File: src/rtl/stack_op_sequencer.sv
`default_nettype none
// +----------------------------------------------------------------------------+
// | Module   : stack_op_sequencer                                              |
// | Brief    : Stack-machine instruction front-end. Accepts 3-bit ops over a   |
// |            valid/ready handshake and sequences them into single-cycle      |
// |            strobes for a two-slot operand stack, computes ALU results from |
// |            the stack's registered outputs, tracks depth, flags errors.     |
// | Revision : 1.0 - initial release                                           |
// +----------------------------------------------------------------------------+
module stack_op_sequencer #(
    parameter int W = 8,
    parameter int D = 5
) (
    input  logic         clk,
    input  logic         rst_n,
    input  logic         in_valid,
    output logic         in_ready,
    input  logic [2:0]   in_op,
    input  logic [W-1:0] in_imm,
    input  logic [W-1:0] top_val,
    input  logic [W-1:0] pen_val,
    output logic         push_top,
    output logic         push_pen,
    output logic         pop_top,
    output logic         pop_pen,
    output logic [W-1:0] push_top_data,
    output logic [W-1:0] push_pen_data,
    output logic         res_valid,
    output logic [W-1:0] res_data,
    output logic [D:0]   depth,
    output logic         err,
    input  logic         err_clr
);

    localparam logic [D:0] c_DMAX = (D+1)'(2**D);
    localparam logic [D:0] c_ONE  = (D+1)'(1);
    localparam logic [D:0] c_TWO  = (D+1)'(2);

    localparam logic [2:0] c_OP_NOP  = 3'd0;
    localparam logic [2:0] c_OP_PUSH = 3'd1;
    localparam logic [2:0] c_OP_POP  = 3'd2;
    localparam logic [2:0] c_OP_ADD  = 3'd3;
    localparam logic [2:0] c_OP_SUB  = 3'd4;
    localparam logic [2:0] c_OP_AND  = 3'd5;
    localparam logic [2:0] c_OP_XOR  = 3'd6;
    localparam logic [2:0] c_OP_DUP  = 3'd7;

    typedef enum logic [2:0] {
        S_IDLE  = 3'd0,
        S_PUSH  = 3'd1,
        S_POP_T = 3'd2,
        S_POP_P = 3'd3,
        S_WAIT  = 3'd4,
        S_EXEC  = 3'd5,
        S_DUP_A = 3'd6,
        S_DUP_B = 3'd7
    } state_t;

    state_t       r_state;
    state_t       w_next;
    logic [2:0]   r_op;
    logic [W-1:0] r_imm;
    logic [W-1:0] r_hold;
    logic [W-1:0] r_res;
    logic [W-1:0] w_alu;
    logic         w_accept;
    logic         w_legal;
    logic         w_r_alu;

    assign w_accept      = in_valid && (r_state == S_IDLE);
    assign w_r_alu       = (r_op == c_OP_ADD) || (r_op == c_OP_SUB) ||
                           (r_op == c_OP_AND) || (r_op == c_OP_XOR);
    assign push_pen      = 1'b0;
    assign push_pen_data = '0;

    // Legality of the offered op against the current depth
    always_comb begin
        w_legal = 1'b0;
        case (in_op)
            c_OP_NOP:  w_legal = 1'b1;
            c_OP_PUSH: w_legal = (depth != c_DMAX);
            c_OP_POP:  w_legal = (depth >= c_ONE);
            c_OP_ADD,
            c_OP_SUB,
            c_OP_AND,
            c_OP_XOR:  w_legal = (depth >= c_TWO);
            c_OP_DUP:  w_legal = (depth >= c_ONE) && (depth != c_DMAX);
            default:   w_legal = 1'b0;
        endcase
    end

    // Result of the captured op from the stack's registered outputs; POP passes top through
    always_comb begin
        w_alu = top_val;
        case (r_op)
            c_OP_ADD: w_alu = pen_val + top_val;
            c_OP_SUB: w_alu = pen_val - top_val;
            c_OP_AND: w_alu = pen_val & top_val;
            c_OP_XOR: w_alu = pen_val ^ top_val;
            default:  w_alu = top_val;
        endcase
    end

    // State register
    always_ff @(posedge clk or negedge rst_n) begin
        if (!rst_n) begin
            r_state <= S_IDLE;
        end else begin
            r_state <= w_next;
        end
    end

    // Next state and strobe decode of the registered state
    always_comb begin
        w_next        = r_state;
        in_ready      = 1'b0;
        push_top      = 1'b0;
        pop_top       = 1'b0;
        pop_pen       = 1'b0;
        push_top_data = '0;
        res_valid     = 1'b0;
        res_data      = r_res;
        case (r_state)
            S_IDLE: begin
                in_ready = 1'b1;
                if (w_accept && w_legal) begin
                    if (in_op == c_OP_PUSH) begin
                        w_next = S_PUSH;
                    end else if (in_op != c_OP_NOP) begin
                        w_next = S_POP_T;
                    end
                end
            end
            S_PUSH: begin
                push_top      = 1'b1;
                push_top_data = r_imm;
                w_next        = S_IDLE;
            end
            S_POP_T: begin
                pop_top = 1'b1;
                w_next  = w_r_alu ? S_POP_P : S_WAIT;
            end
            S_POP_P: begin
                pop_pen = 1'b1;
                w_next  = S_WAIT;
            end
            S_WAIT: begin
                w_next = (r_op == c_OP_DUP) ? S_DUP_A : S_EXEC;
            end
            S_EXEC: begin
                res_valid = 1'b1;
                res_data  = w_alu;
                if (w_r_alu) begin
                    push_top      = 1'b1;
                    push_top_data = w_alu;
                end
                w_next = S_IDLE;
            end
            S_DUP_A: begin
                push_top      = 1'b1;
                push_top_data = top_val;
                w_next        = S_DUP_B;
            end
            S_DUP_B: begin
                push_top      = 1'b1;
                push_top_data = r_hold;
                w_next        = S_IDLE;
            end
            default: w_next = S_IDLE;
        endcase
    end

    // Capture op/immediate at acceptance, hold DUP value and last result
    always_ff @(posedge clk or negedge rst_n) begin
        if (!rst_n) begin
            r_op   <= c_OP_NOP;
            r_imm  <= '0;
            r_hold <= '0;
            r_res  <= '0;
        end else begin
            if (w_accept) begin
                r_op  <= in_op;
                r_imm <= in_imm;
            end
            if (r_state == S_DUP_A) begin
                r_hold <= top_val;
            end
            if (r_state == S_EXEC) begin
                r_res <= w_alu;
            end
        end
    end

    // Depth follows each strobe on the edge that ends it
    always_ff @(posedge clk or negedge rst_n) begin
        if (!rst_n) begin
            depth <= '0;
        end else begin
            case (r_state)
                S_PUSH, S_DUP_A, S_DUP_B: depth <= depth + c_ONE;
                S_EXEC:                   if (w_r_alu) depth <= depth + c_ONE;
                S_POP_T, S_POP_P:         depth <= depth - c_ONE;
                default:                  depth <= depth;
            endcase
        end
    end

    // Sticky error: an illegal acceptance wins over a simultaneous clear
    always_ff @(posedge clk or negedge rst_n) begin
        if (!rst_n) begin
            err <= 1'b0;
        end else if (w_accept && !w_legal) begin
            err <= 1'b1;
        end else if (err_clr) begin
            err <= 1'b0;
        end
    end

endmodule
`default_nettype wire

File: config.mk
export PLATFORM = sky130hd
export DESIGN_NAME = stack_op_sequencer
export DESIGN_NICKNAME = d
export VERILOG_FILES = /design/src/rtl/stack_op_sequencer.sv
export SDC_FILE = /design/constraint.sdc
export NUM_CORES = 1
export LEC_CHECK = 0
export ABC_CLOCK_PERIOD_IN_PS = 7400
export BUFFER_PORTS_ARGS = -buffer_cell sky130_fd_sc_hd__buf_4
export CORE_AREA = 2 2 74 76
export DETAILED_ROUTE_END_ITERATION = 10
export DIE_AREA = 0 0 76 78
export GPL_ROUTABILITY_DRIVEN = 0
export PLACE_DENSITY = 0.85
export SYNTH_ARGS = -nofsm -noshare
export SYNTH_HDL_FRONTEND = slang
export SYNTH_SLANG_ARGS = --single-unit
File: constraint.sdc
create_clock -name clk -period 7.4 [get_ports clk]
set_input_delay 0.74 -clock clk [delete_from_list [all_inputs] [get_ports clk]]
set_output_delay 0.74 -clock clk [all_outputs]
set_load 0.005 [all_outputs]
Word-level counts from Yosys, hierarchy flattened
Index checks and enable logic that the tools add are counted.
{ "classes": {"n_addsub": 4, "n_lt_le_gt_ge": 2, "eq_ne": 23, "mux": 21, "bitwise": 2, "n_reduce_logical": 19} }
{ "op_table": {"columns": ["op", "count"], "rows": [
  ["8-bit case mux with 4 select lines", 2],
  ["3-bit equality test, second input constant", 12],
  ["3-bit case mux with 6 select lines", 1],
  ["6-bit case mux with 3 select lines", 1],
  ["8-bit 2-to-1 mux", 2],
  ["3-bit by 2-bit equality test with 1-bit output, second input constant", 5],
  ["3-bit 2-to-1 mux", 4],
  ["8-bit adder", 1],
  ["8-bit bitwise AND", 1],
  ["8-bit subtractor", 1],
  ["8-bit bitwise XOR", 1],
  ["1-bit 2-to-1 mux", 7],
  ["6-bit by 1-bit adder with 6-bit output, second input constant", 1],
  ["3-bit by 1-bit equality test with 1-bit output, second input constant", 2],
  ["6-bit by 1-bit greater-or-equal comparator with 1-bit output, second input constant", 1],
  ["6-bit by 2-bit greater-or-equal comparator with 1-bit output, second input constant", 1],
  ["3-bit zero test", 2],
  ["6-bit 2-to-1 mux", 1],
  ["6-bit != test, second input constant", 1],
  ["3-bit nonzero test", 2],
  ["3-bit OR reduction", 2],
  ["6-bit by 1-bit subtractor with 6-bit output, second input constant", 1],
  ["1-bit case mux with 5 select lines", 1],
  ["1-bit logical AND", 4],
  ["other kinds (11)", 14]
]} }
{ "totals": {"reg_bits": 37, "in_bits": 31, "out_inout_bits": 37, "elab_cells": 78} }

Logic depth before layout (Yosys ltp)
Gate-level depths: netlist (run 1).
{ "depth": {"ltp_word": 6, "depth_mapped": 10, "ltp_nobuf": 10} }

Worst setup path before layout (run 1)
No wires, ideal clock.
{ "synth_path": {"kind": "input to output", "from": "input port top_val[0]", "to": "output port push_top_data[6]", "t_arrival_ns": 2.573, "t_required_ns": 6.660, "setup_slack_ns": 4.087, "stages": 9, "n_path_buf": 0, "path_cell_list": "inv_1 ha_1 mux2_2 fa_1 nor2b_1 o2111ai_1 a21bo_2 a32oi_1 o221ai_1"} }
{ "synth_via": {"elab_chain_cells": 4, "word_cells_on_any_way": 5, "classes_between": "add/sub: 2; mux: 3"} }
{ "synth_lines": {"columns": ["item", "line_no", "text"], "rows": [
  ["start, declared", "20", "input logic [W-1:0] top_val,"],
  ["8-bit subtractor / 8-bit adder (equally long branches)", "97, 96", null],
  ["8-bit case mux with 4 select lines *", "95", "case (r_op)"],
  ["8-bit 2-to-1 mux *", "153", "if (w_r_alu) begin"],
  ["8-bit case mux with 4 select lines *", "123", "case (r_state)"],
  ["end, declared", "26", "output logic [W-1:0] push_top_data,"]
]} }
Mark *: on every way between the ends. The rest lies on a longest branch, timed or not.

Final worst setup path (run 1)
{ "layout_path": {"from": "register r_op[2]", "to": "output port res_data[6]"} }
{ "layout_via": {"elab_chain_cells": 3, "word_cells_on_any_way": 6, "classes_between": "eq/ne: 4; mux: 2"} }
{ "layout_lines": {"columns": ["item", "line_no", "text"], "rows": [
  ["start, declared", "61", "logic [2:0] r_op;"],
  ["start signal, assigned", "176", "r_op <= c_OP_NOP;"],
  ["start signal, assigned", "182", "r_op <= in_op;"],
  ["3-bit equality test / 3-bit by 2-bit equality test with 1-bit output (equally long branches)", "95", null],
  ["8-bit case mux with 4 select lines *", "95", null],
  ["8-bit 2-to-1 mux *", null, null],
  ["end, declared", "29", "output logic [W-1:0] res_data,"]
]} }
Marks and branches as above.

==> impl_results.md, run 1 <==
* Maximum net fanout on the critical path at 18
* Row Count at 26
* Root buffer cell: clkbuf_8
* Final cycle utilization of the critical path at 0.572
* Share of layout cells above drive strength 1 at 0.251
* Initial core utilization at 0.586
* Total length of routed wires at 7650 µm
* Antenna violations before repair at 0
* Max Slew Vio Count at 0
* DR DRC count at 0
* Iter 0 DRT Violations at 343
* Post-route ant nets at 0
* Final hold violations at 0
* Worst slew pin tran at 0.916 ns
* Total gr overflow at 0
* Post-Syn Area at 2960 µm²
* Setup TNS at 0 ns
* Die Y at 78 µm
* CP Data Required Time at 6.66 ns
* Cell Pwr Density at 395 nW/µm²
* TritonCTS buffer count at 5
* Worst Skew at 0.0109 ns
* Fmax at 236 MHz
* Ys Warns at 0
* CP Launch Type: register
* Syn avg cell area at 8.96 µm²
* Worst EP arrival at 3.49 ns
* VDD IR max at 195 µV
* Clock Latency Late Sink at 0.30 ns
* Synth Register Bits at 37
* Final net count at 430
* Largest stage delay, worst path at 0.65 ns
* Max_slew headroom at 0.389
* Core area at 5040 µm²
* Pin count of the biggest net entering global routing at 38
* Top FF cell, synth: dfrtp_1
* Clock sink count at 37
* RSZ-0062 raised after global routing: false
* P_leak at 1.57 nW
* Resized Gates After CTS at 0
* Post-DR vias/cell at 6.07
* DRT Pass-1 Iters at 4
* Io pins at 68
* DIE AREA at 5930 µm²
* Post-synth EDFFs at 0
* CTS tree: yes
* Die width at 76 µm
* H-Tree Depth at 2
* Wire per inst at 17.1 µm
* Clock Path Buffers at 2
* Buffers on Ports at 58
* Post-Syn Instances at 330
* Post-synth cell types at 63
* Outcome: complete, no violations
* Total power at 0.00137 W
* Setup Fix Bufs, Post-CTS at 0
* HPWL Detailed at 5740 µm
* Final min period at 4.23 ns
* Crit path cell chain: nor3b_2 > mux2_2 > fa_1 > nor2b_1 > o2111ai_1 > a21bo_2 > a32oi_1 > o21ai_0 > buf_4
* WS Path Type: register to primary output
* Ys async rst share at 1.00
* Number of setup violations in the final report at 0
* MaxCap Viol Count at 0
* Vias in the first global route at 2,621
* First-pass GRT wire length at 12,800 µm
* All-layer global routing usage at 0.271
* Clock transition at path regs at 0.08 ns
* Critical path capture point type: primary output
* Vias at 2,719
* Synthesis-to-finish area growth at 17.2%
* Register area share after synthesis at 0.313
* CP bufs+invs at 1
* ANT cells at 0
* Hold Buf Count CTS at 0
* Slowest CP cell: dfrtp_1
* CP top delay family: compound AO/OA/AOI/OAI gates
* Hold Path Class: primary input to async pin
==> synthesized netlist by cell type (2+ instances only) <==
library cell	count	area share
nor2b_1	9	0.019
nand3b_1	2	0.0051
dfrtp_1	37	0.31
o21ai_1	2	0.0034
o21ai_0	21	0.036
a31oi_1	5	0.011
and3_1	2	0.0042
and2_1	2	0.0042
nor2_1	22	0.028
nand2b_1	2	0.0042
o221ai_1	5	0.015
ha_1	21	0.089
buf_4	12	0.030
mux2_1	2	0.0076
clkbuf_1	4	0.0051
nor3b_1	2	0.0051
a21oi_1	16	0.027
or3_1	3	0.0063
nand4_1	4	0.0085
a22o_1	3	0.0089
a32oi_1	4	0.012
xor2_1	5	0.015
inv_1	16	0.020
a211o_1	2	0.0059
xnor2_1	11	0.033
mux2_2	13	0.050
nand2_1	32	0.041
nor3_1	8	0.014
or2_2	3	0.0063
mux2i_1	8	0.027
buf_2	8	0.014
a22oi_1	5	0.013
a311oi_1	2	0.0059
a211oi_1	4	0.010
a21oi_2	3	0.0089
o22ai_1	3	0.0063
==> cells in the final DEF, fill, tap and decap left out, drive strengths merged, types with 4 or more instances in the layout <==
master   n
xor2     5
a211oi   5
a31oi    5
o221ai   5
a32oi    4
dfrtp   37
nand2   32
a21oi   20
conb     9
nor2    23
xnor2   11
buf     58
clkbuf   5
ha      21
or3      4
o21ai   23
a22oi    5
inv     17
mux2    15
or2      4
nor2b    9
mux2i    8
nor3     8
nand4    4
==> registers in the layout, summed over array words and instances (netlist names) <==
register and count:
r_hold 8, r_imm 8, r_res 8, depth 6, r_op 3, r_state 3, err 1
==> routing by layer <==
| layer | GRT usage | vias to the layer above | wire, µm |
|---|---|---|---|
| li1 | - | 1268 | - |
| met1 | 0.366 | 1289 | 3310 |
| met2 | 0.429 | 137 | 3490 |
| met3 | 0.0512 | 25 | 597 |
| met4 | 0.113 | 0 | 248 |
| met5 | 0 | - | 0 |
==> kinds of logic (layout without fill, tap and decap cells) <==
logic type	count (synthesis)	in the layout	synth area share
other cells	1	9	0.00127
simple gates	100	100	0.178
compound gates	88	88	0.204
flops	37	37	0.313
mux	23	23	0.0842
buf+inv	43	83	0.0757
xor+xnor	16	16	0.0474
fa+ha+maj	22	22	0.0956
==> final timing paths <==
| path | from | to | slack (ns) | cells past startpoint |
|---|---|---|---|---|
| max reg2reg | r_op[2]$_DFFE_PN0P_ | r_res[6]$_DFF_PN0_ | 4.23 | 8 |
| max in group asynchronous | rst_n | r_hold[0]$_DFFE_PN0P_ | 6.65 | 1 |
| max | r_op[2]$_DFFE_PN0P_ | res_data[6] | 3.17 | 9 |
| min | rst_n | depth[1]$_DFFE_PN0P_ | 0.40 | 1 |
| min reg2reg | r_hold[2]$_DFFE_PN0P_ | r_hold[2]$_DFFE_PN0P_ | 0.49 | 2 |
| min in group clk | r_hold[2]$_DFFE_PN0P_ | r_hold[2]$_DFFE_PN0P_ | 0.49 | 2 |
==> where the power goes <==
group          internal [W]  switching [W]
combinational      0.000364       0.000388
sequential         0.000301       0.000137
clock              0.000101      0.0000792
==> metrics by stage <==
step | instance area (µm²) | hold slack [ns] | setup WS, ns | cells | util
floorplan | 2990 | 0.444 | 4.09 | 338 | -
global placement | 3350 | 0.465 | 3.69 | 440 | 0.664
detailed placement | 3350 | 0.473 | 3.57 | 440 | 0.664
CTS | 3460 | 0.415 | 3.24 | 448 | 0.687
global route | 3460 | 0.430 | 2.98 | 448 | 0.687
finish | 3460 | 0.404 | 3.17 | 448 | 0.687
==> cell type report <==
type,count,area (µm²)
Inverter,17,63.8
Clock inverter,3,46.3
Multi-Input combinational cell,258,1840
Fill cell,393,1580
Sequential cell,37,926
Clock buffer,5,68.8
Tap cell,70,87.6
Timing Repair Buffer,58,435
Power figures use the tool's default switching activity.
==> inputs of run 2 (changes only) <==
- ABC_CLOCK_PERIOD_IN_PS: 7400 -> 3600
- CORE_AREA: 2 2 74 76 -> 2 2 81 83
- DIE_AREA: 0 0 76 78 -> 0 0 83 85
- PLACE_DENSITY: 0.85 -> 0.75
- clock period: 7.4 -> 3.6 ns (I/O delays scaled with it)
==> run 2 against run 1 <==
Effect of this change:
- final area rose by 0.40%
- global-route usage fell by 5.9 points
- cell count rose by 2.7%
- clock power rose by 56%
- critical path depth did not move
- via count fell by 4.9%
- routed wire length fell by 3.9%
- first-iteration DRC count fell by 56%
- die area rose by 19%
- flip-flop and latch count did not move
- sequential power rose by 90%
==> impl_results.md, run 2 (synthesized netlist as in run 1, its figures left out) <==
* Outcome: complete, no violations
* Final net count at 435 (+1.2%)
* Post-route ant nets at 0 (unchanged)
* Post-Place Cells at 452 (+2.7%)
* Commonest non-fill, non-tap cell in the layout: buf_4
* Iter 0 DRT Violations at 151 (-56%)
* Hold Path Class: primary input to async pin
* Synthesis-to-finish area growth at 17.6%
* Clock Path Buffers at 2 (unchanged)
* Final min period at 3.41 ns
* Number of setup violations in the final report at 0 (unchanged)
* Resized Gates After CTS at 0 (unchanged)
* WS Path Type: register to primary output
* Critical path capture point type: primary output
* Hold Buf Count CTS at 0 (unchanged)
* Final worst slack at 0.189 ns (-2.98 ns)
* Dpl ws at 0.498 ns (-3.07 ns)
* Antenna violations before repair at 0 (unchanged)
* DR DRC count at 0 (unchanged)
* All-layer global routing usage at 0.211 (-0.0595)
* H-Tree Depth at 2 (unchanged)
* DRT Pass-1 Iters at 4 (unchanged)
* DIE AREA at 7060 µm² (+19%)
* Vias in the first global route at 2,534 (-3.3%)
* CP Launch Type: register
* Io pins at 68 (unchanged)
* VDD IR max at 357 µV (+83%)
* Total length of routed wires at 7350 µm (-3.9%)
* Finished Layout Cells at 460 (+2.7%)
* Initial core utilization at 0.477 (-0.110)
* Fillers at 550 (+40%)
* Largest registers: r_hold: 8 flops, r_imm: 8 flops, r_res: 8 flops
* Fmax at 293 MHz
* Root buffer cell: clkbuf_8
* CTS tree: yes
* Total gr overflow at 0 (unchanged)
* Max_slew headroom at 0.455 (+0.0653)
* Share of layout cells above drive strength 1 at 0.258 (+0.00716)
* Worst EP arrival at 3.05 ns (-0.44 ns)
* Vias at 2,585 (-4.9%)
* Most frequent cells in the layout: buf_4 (63), dfrtp_1 (37), nand2_1 (32)
* Max Slew Vio Count at 0 (unchanged)
* ANT cells at 0 (unchanged)
* TritonCTS buffer count at 5 (unchanged)
* Clock transition at path regs at 0.08 ns (about the same)
* Clock Latency Late Sink at 0.29 ns (about the same)
* Worst Skew at 0.0119 ns (+0.000956 ns)
* Setup TNS at 0 ns (unchanged)
* Die Y at 85 µm (+9.0%)
* Final cycle utilization of the critical path at 0.948
* Pin count of the biggest net entering global routing at 38 (unchanged)
* CP Data Required Time at 3.24 ns (-3.42 ns)
* Maximum net fanout on the critical path at 10 (-8)
* Hold Slack at 0.0106 ns (-0.393 ns)
* Core area at 6200 µm² (+23%)
* Post-DR vias/cell at 5.62 (-7.4%)
* Clock sink count at 37 (unchanged)
* Worst slew pin tran at 0.816 ns (-0.0998 ns)
* Row Count at 29 (+12%)
* Die width at 83 µm (+9.2%)
* Wire per inst at 16.0 µm (-6.4%)
* Cell Pwr Density at 786 nW/µm² (+99%)
* Final hold violations at 0 (unchanged)
* HPWL Detailed at 5720 µm (-0.36%)
* MaxCap Viol Count at 0 (unchanged)
* Buffers on Ports at 58 (unchanged)
* P_leak at 1.59 nW (+0.94%)
* First-pass GRT wire length at 12,200 µm (-4.3%)
* RSZ-0062 raised after global routing: false
* Setup Fix Bufs, Post-CTS at 0 (unchanged)
[run 2: final timing paths]
check / slack (ns) / end / cells after the start / start
min: 0.01 / depth[3]$_DFFE_PN0P_ / 1 / rst_n
max in group asynchronous: 3.24 / r_state[2]$_DFFE_PN0P_ / 1 / rst_n
max: 0.19 / res_data[6] / 9 / r_op[0]$_DFFE_PN0P_
min in group clk: 0.29 / r_imm[5]$_DFFE_PN0P_ / 2 / in_imm[5]
max reg2reg: 0.86 / r_res[6]$_DFF_PN0_ / 8 / r_op[0]$_DFFE_PN0P_
min reg2reg: 0.48 / r_hold[0]$_DFFE_PN0P_ / 2 / r_hold[0]$_DFFE_PN0P_
[run 2: critical path: stages, from the launching register on]
cell and delay [ns]:
dfrtp_1 0.49, nor3b_2 0.27, mux2_2 0.39, fa_1 0.44
nor2b_1 0.18, o2111ai_1 0.16, a21bo_2 0.23, a32oi_1 0.27
o21ai_0 0.17, buf_4 0.18
[run 2: layout make-up]
type / instances / area [µm²] / share of cell area
clock buffers: 6 / 72.6 / 0.0209
well taps: 77 / 96.3 / 0.0277
multi-input cells: 258 / 1840 / 0.528
flip-flops and latches: 37 / 926 / 0.266
repair buffers: 63 / 473 / 0.136
inverters: 17 / 63.8 / 0.0183
clock inverters: 2 / 10.0 / 0.00288
[run 2: stage by stage]
| step | total power [W] | utilization | area, µm² |
|---|---|---|---|
| 3_5_place_dp | 0.00246 | 0.547 | 3400 |
| 6_report | 0.00274 | 0.561 | 3480 |
| 3_3_place_gp | 0.00241 | 0.547 | 3400 |
| 4_1_cts | 0.00274 | 0.561 | 3480 |
| 2_1_floorplan | 0.00192 | - | 2990 |
| 5_1_grt | 0.00296 | 0.561 | 3480 |
[run 2: layer usage]
layer,vias to the layer above,global-route usage,routed length (µm)
met1,1238,0.295,3470
met2,66,0.345,3470
met5,-,0,0
li1,1274,-,-
met4,0,0.0611,87
met3,7,0.0292,325
[run 2: power by group]
part	internal, W	switching [W]	leakage (nW)
Clock	0.000134	0.000147	0.0450
Sequential	0.000620	0.000213	0.444
Combinational	0.000773	0.000848	1.10
Total	0.00153	0.00121	1.59
==> inputs of run 3 (changes only) <==
- BUFFER_PORTS_ARGS: -buffer_cell sky130_fd_sc_hd__buf_4 -> unset
- CORE_AREA: 2 2 81 83 -> 2 2 75 77
- DIE_AREA: 0 0 83 85 -> 0 0 77 79
- DONT_BUFFER_PORTS: unset -> 1
==> run 3 against run 2 <==
Effect of this change:
- flip-flop and latch count is the same
- global-route usage grew 3.4 points
- sequential power grew 3.2%
- fmax grew 3.3%
- highest routed layer unchanged
==> impl_results.md, run 3 (synthesized netlist as in run 1, its figures left out) <==
* Outcome: complete, no violations
* Max Slew Vio Count at 0 (unchanged)
* WS Path Type: register to primary output
* Row Count at 27 (-6.9%)
* Fillers at 505 (-8.2%)
* Die width at 77 µm (-7.2%)
* Fmax at 303 MHz (+3.3%)
* Util after Layout at 0.578 (+0.0177)
* Worst Reg-to-Reg Cells at 8 (unchanged)
* ANT cells at 0 (unchanged)
* Root buffer cell: clkbuf_8
* MaxCap Viol Count at 0 (unchanged)
* Hold Slack at 0.188 ns (+0.177 ns)
* Final net count at 377 (-13%)
* Clock sink count at 37 (unchanged)
* TritonCTS buffer count at 5 (unchanged)
* Pin count of the biggest net entering global routing at 38 (unchanged)
* Dpl ws at 0.507 ns (+0.00897 ns)
* Buffers on Ports at 0 (-100%)
* Final hold violations at 0 (unchanged)
* Vias in the first global route at 2,284 (-9.9%)
* CP Data Required Time at 3.24 ns (about the same)
* First-pass GRT wire length at 11,900 µm (-2.9%)
* All-layer global routing usage at 0.245 (+0.0337)
* RSZ-0062 raised after global routing: false
* Critical path capture point type: primary output
* Core area at 5340 µm² (-14%)
* HPWL Detailed at 5400 µm (-5.7%)
* Final min period at 3.30 ns (-0.108 ns)
* Vias at 2,504 (-3.1%)
* P_leak at 1.32 nW (-17%)
* Routed length on met1 at 3240 µm (-6.7%)
* Number of setup violations in the final report at 0 (unchanged)
* Max_slew headroom at 0.456 (+0.00129)
* Clock Path Buffers at 2 (unchanged)
* Setup TNS at 0 ns (unchanged)
* Cell Pwr Density at 837 nW/µm² (+6.4%)
* Total power at 0.00258 W (-5.6%)
* Worst r2r src: r_op[2]$_DFFE_PN0P_
* DRT Pass-1 Iters at 6 (+2)
* R2R setup slack at 0.77 ns (-0.09 ns)
* Final cycle utilization of the critical path at 0.918 (-0.0299)
* DIE AREA at 6080 µm² (-14%)
* H-Tree Depth at 2 (unchanged)
* Met3 routed WL at 615 µm (+89%)
* Total gr overflow at 0 (unchanged)
* Maximum net fanout on the critical path at 18 (+8)
* Clock transition at path regs at 0.08 ns (about the same)
* Max Used Layer: met4
* Clock Latency Late Sink at 0.29 ns (about the same)
* Die Y at 79 µm (-7.1%)
* DR DRC count at 0 (unchanged)
* VDD IR max at 488 µV (+37%)
* Worst hold path endpoint: r_op[0]$_DFFE_PN0P_
* Worst Skew at 0.00419 ns (-0.00767 ns)
* Wire per inst at 18.5 µm (+16%)
* Io pins at 68 (unchanged)
* Worst slew pin tran at 0.814 ns (-0.00193 ns)
* Synthesis-to-finish area growth at 4.40%
* CTS tree: yes
* Final worst slack at 0.296 ns (+0.108 ns)
* Largest registers: r_hold: 8 flops, r_imm: 8 flops, r_res: 8 flops
* Total length of routed wires at 7360 µm (+0.14%)
* Worst EP arrival at 2.94 ns (-0.11 ns)
* Post-route ant nets at 0 (unchanged)
* Most frequent cells in the layout: dfrtp_1 (36), nand2_1 (32), nor2_1 (22)
* Initial core utilization at 0.554 (+0.0774)
* Iter 0 DRT Violations at 249 (+65%)
* Share of layout cells above drive strength 1 at 0.126 (-0.132)
* Commonest non-fill, non-tap cell in the layout: dfrtp_1
* Hold Path Class: primary input to register
* Setup Fix Bufs, Post-CTS at 0 (unchanged)
* Met2 Wirelength at 3350 µm (-3.2%)
* R2r endpoint: r_res[6]$_DFF_PN0_
* CP Launch Type: register
* Antenna violations before repair at 0 (unchanged)
* Post-DR vias/cell at 6.31 (+12%)
* Hold Crit Depth at 2
* Hold Crit Start: in_op[0]
-- run 3: cell count changes in the layout (fill, tap and decap cells not counted), sizes merged --
cell         change
buf             -59
clkinv           -2
bufinv           +1
clkbuf           +1
dlygate4sd3      +1
-- run 3: metal layers --
layer	GRT usage	vias up
met1	0.342	1193
met5	0	-
met3	0.0523	22
met4	0.0732	0
met2	0.385	131
li1	-	1158
-- run 3: worst max path at each step --
| stage | start | endpoint | slack [ns] | depth (start not counted) |
|---|---|---|---|---|
| global route | r_op[2]$_DFFE_PN0P_ | res_data[6] | 0.14 | 8 |
| global placement | r_op[2]$_DFFE_PN0P_ | push_top_data[6] | 0.58 | 8 |
| CTS | r_op[2]$_DFFE_PN0P_ | res_data[6] | 0.17 | 8 |
| detailed placement | r_op[2]$_DFFE_PN0P_ | res_data[6] | 0.51 | 8 |
| finish | r_op[2]$_DFFE_PN0P_ | res_data[6] | 0.30 | 8 |
| floorplan | r_op[0]$_DFFE_PN0P_ | push_top_data[6] | 0.71 | 9 |
-- run 3: layout make-up --
class | instances | area [µm²] | area share
sequential | 37 | 927 | 0.300
timing repair buffer | 5 | 52.6 | 0.0170
clock inverter | 1 | 30.0 | 0.00973
tap | 72 | 90.1 | 0.0292
multi-input combinational | 258 | 1840 | 0.595
clock buffer | 7 | 86.3 | 0.0280
inverter | 17 | 63.8 | 0.0207
-- run 3: critical path: stages, from the launching register on --
cell	delay, ns
dfrtp_2	0.55
nor3b_2	0.27
mux2_2	0.39
fa_1	0.45
nor2b_1	0.20
o2111ai_1	0.16
a21bo_2	0.22
a32oi_1	0.23
o21ai_0	0.19
-- run 3: report_power, final --
part           switching (W)  internal, W  leakage [nW]  total [W]
Clock               0.000151     0.000226        0.0585   0.000377
Sequential          0.000239     0.000621         0.443   0.000861
Combinational       0.000768     0.000576         0.816    0.00134
-- run 3: metrics by stage --
step           instances  cell area, µm²
2_1_floorplan        338            2990
3_3_place_gp         387            2940
3_5_place_dp         387            2940
4_1_cts              397            3090
5_1_grt              397            3090
6_report             397            3090
-- run 3: repair_timing --
item                       CTS  global route
hold buffers                 2             0
gates resized for setup      0             1
hold endpoints to repair    37             0
setup endpoints to repair    0             1
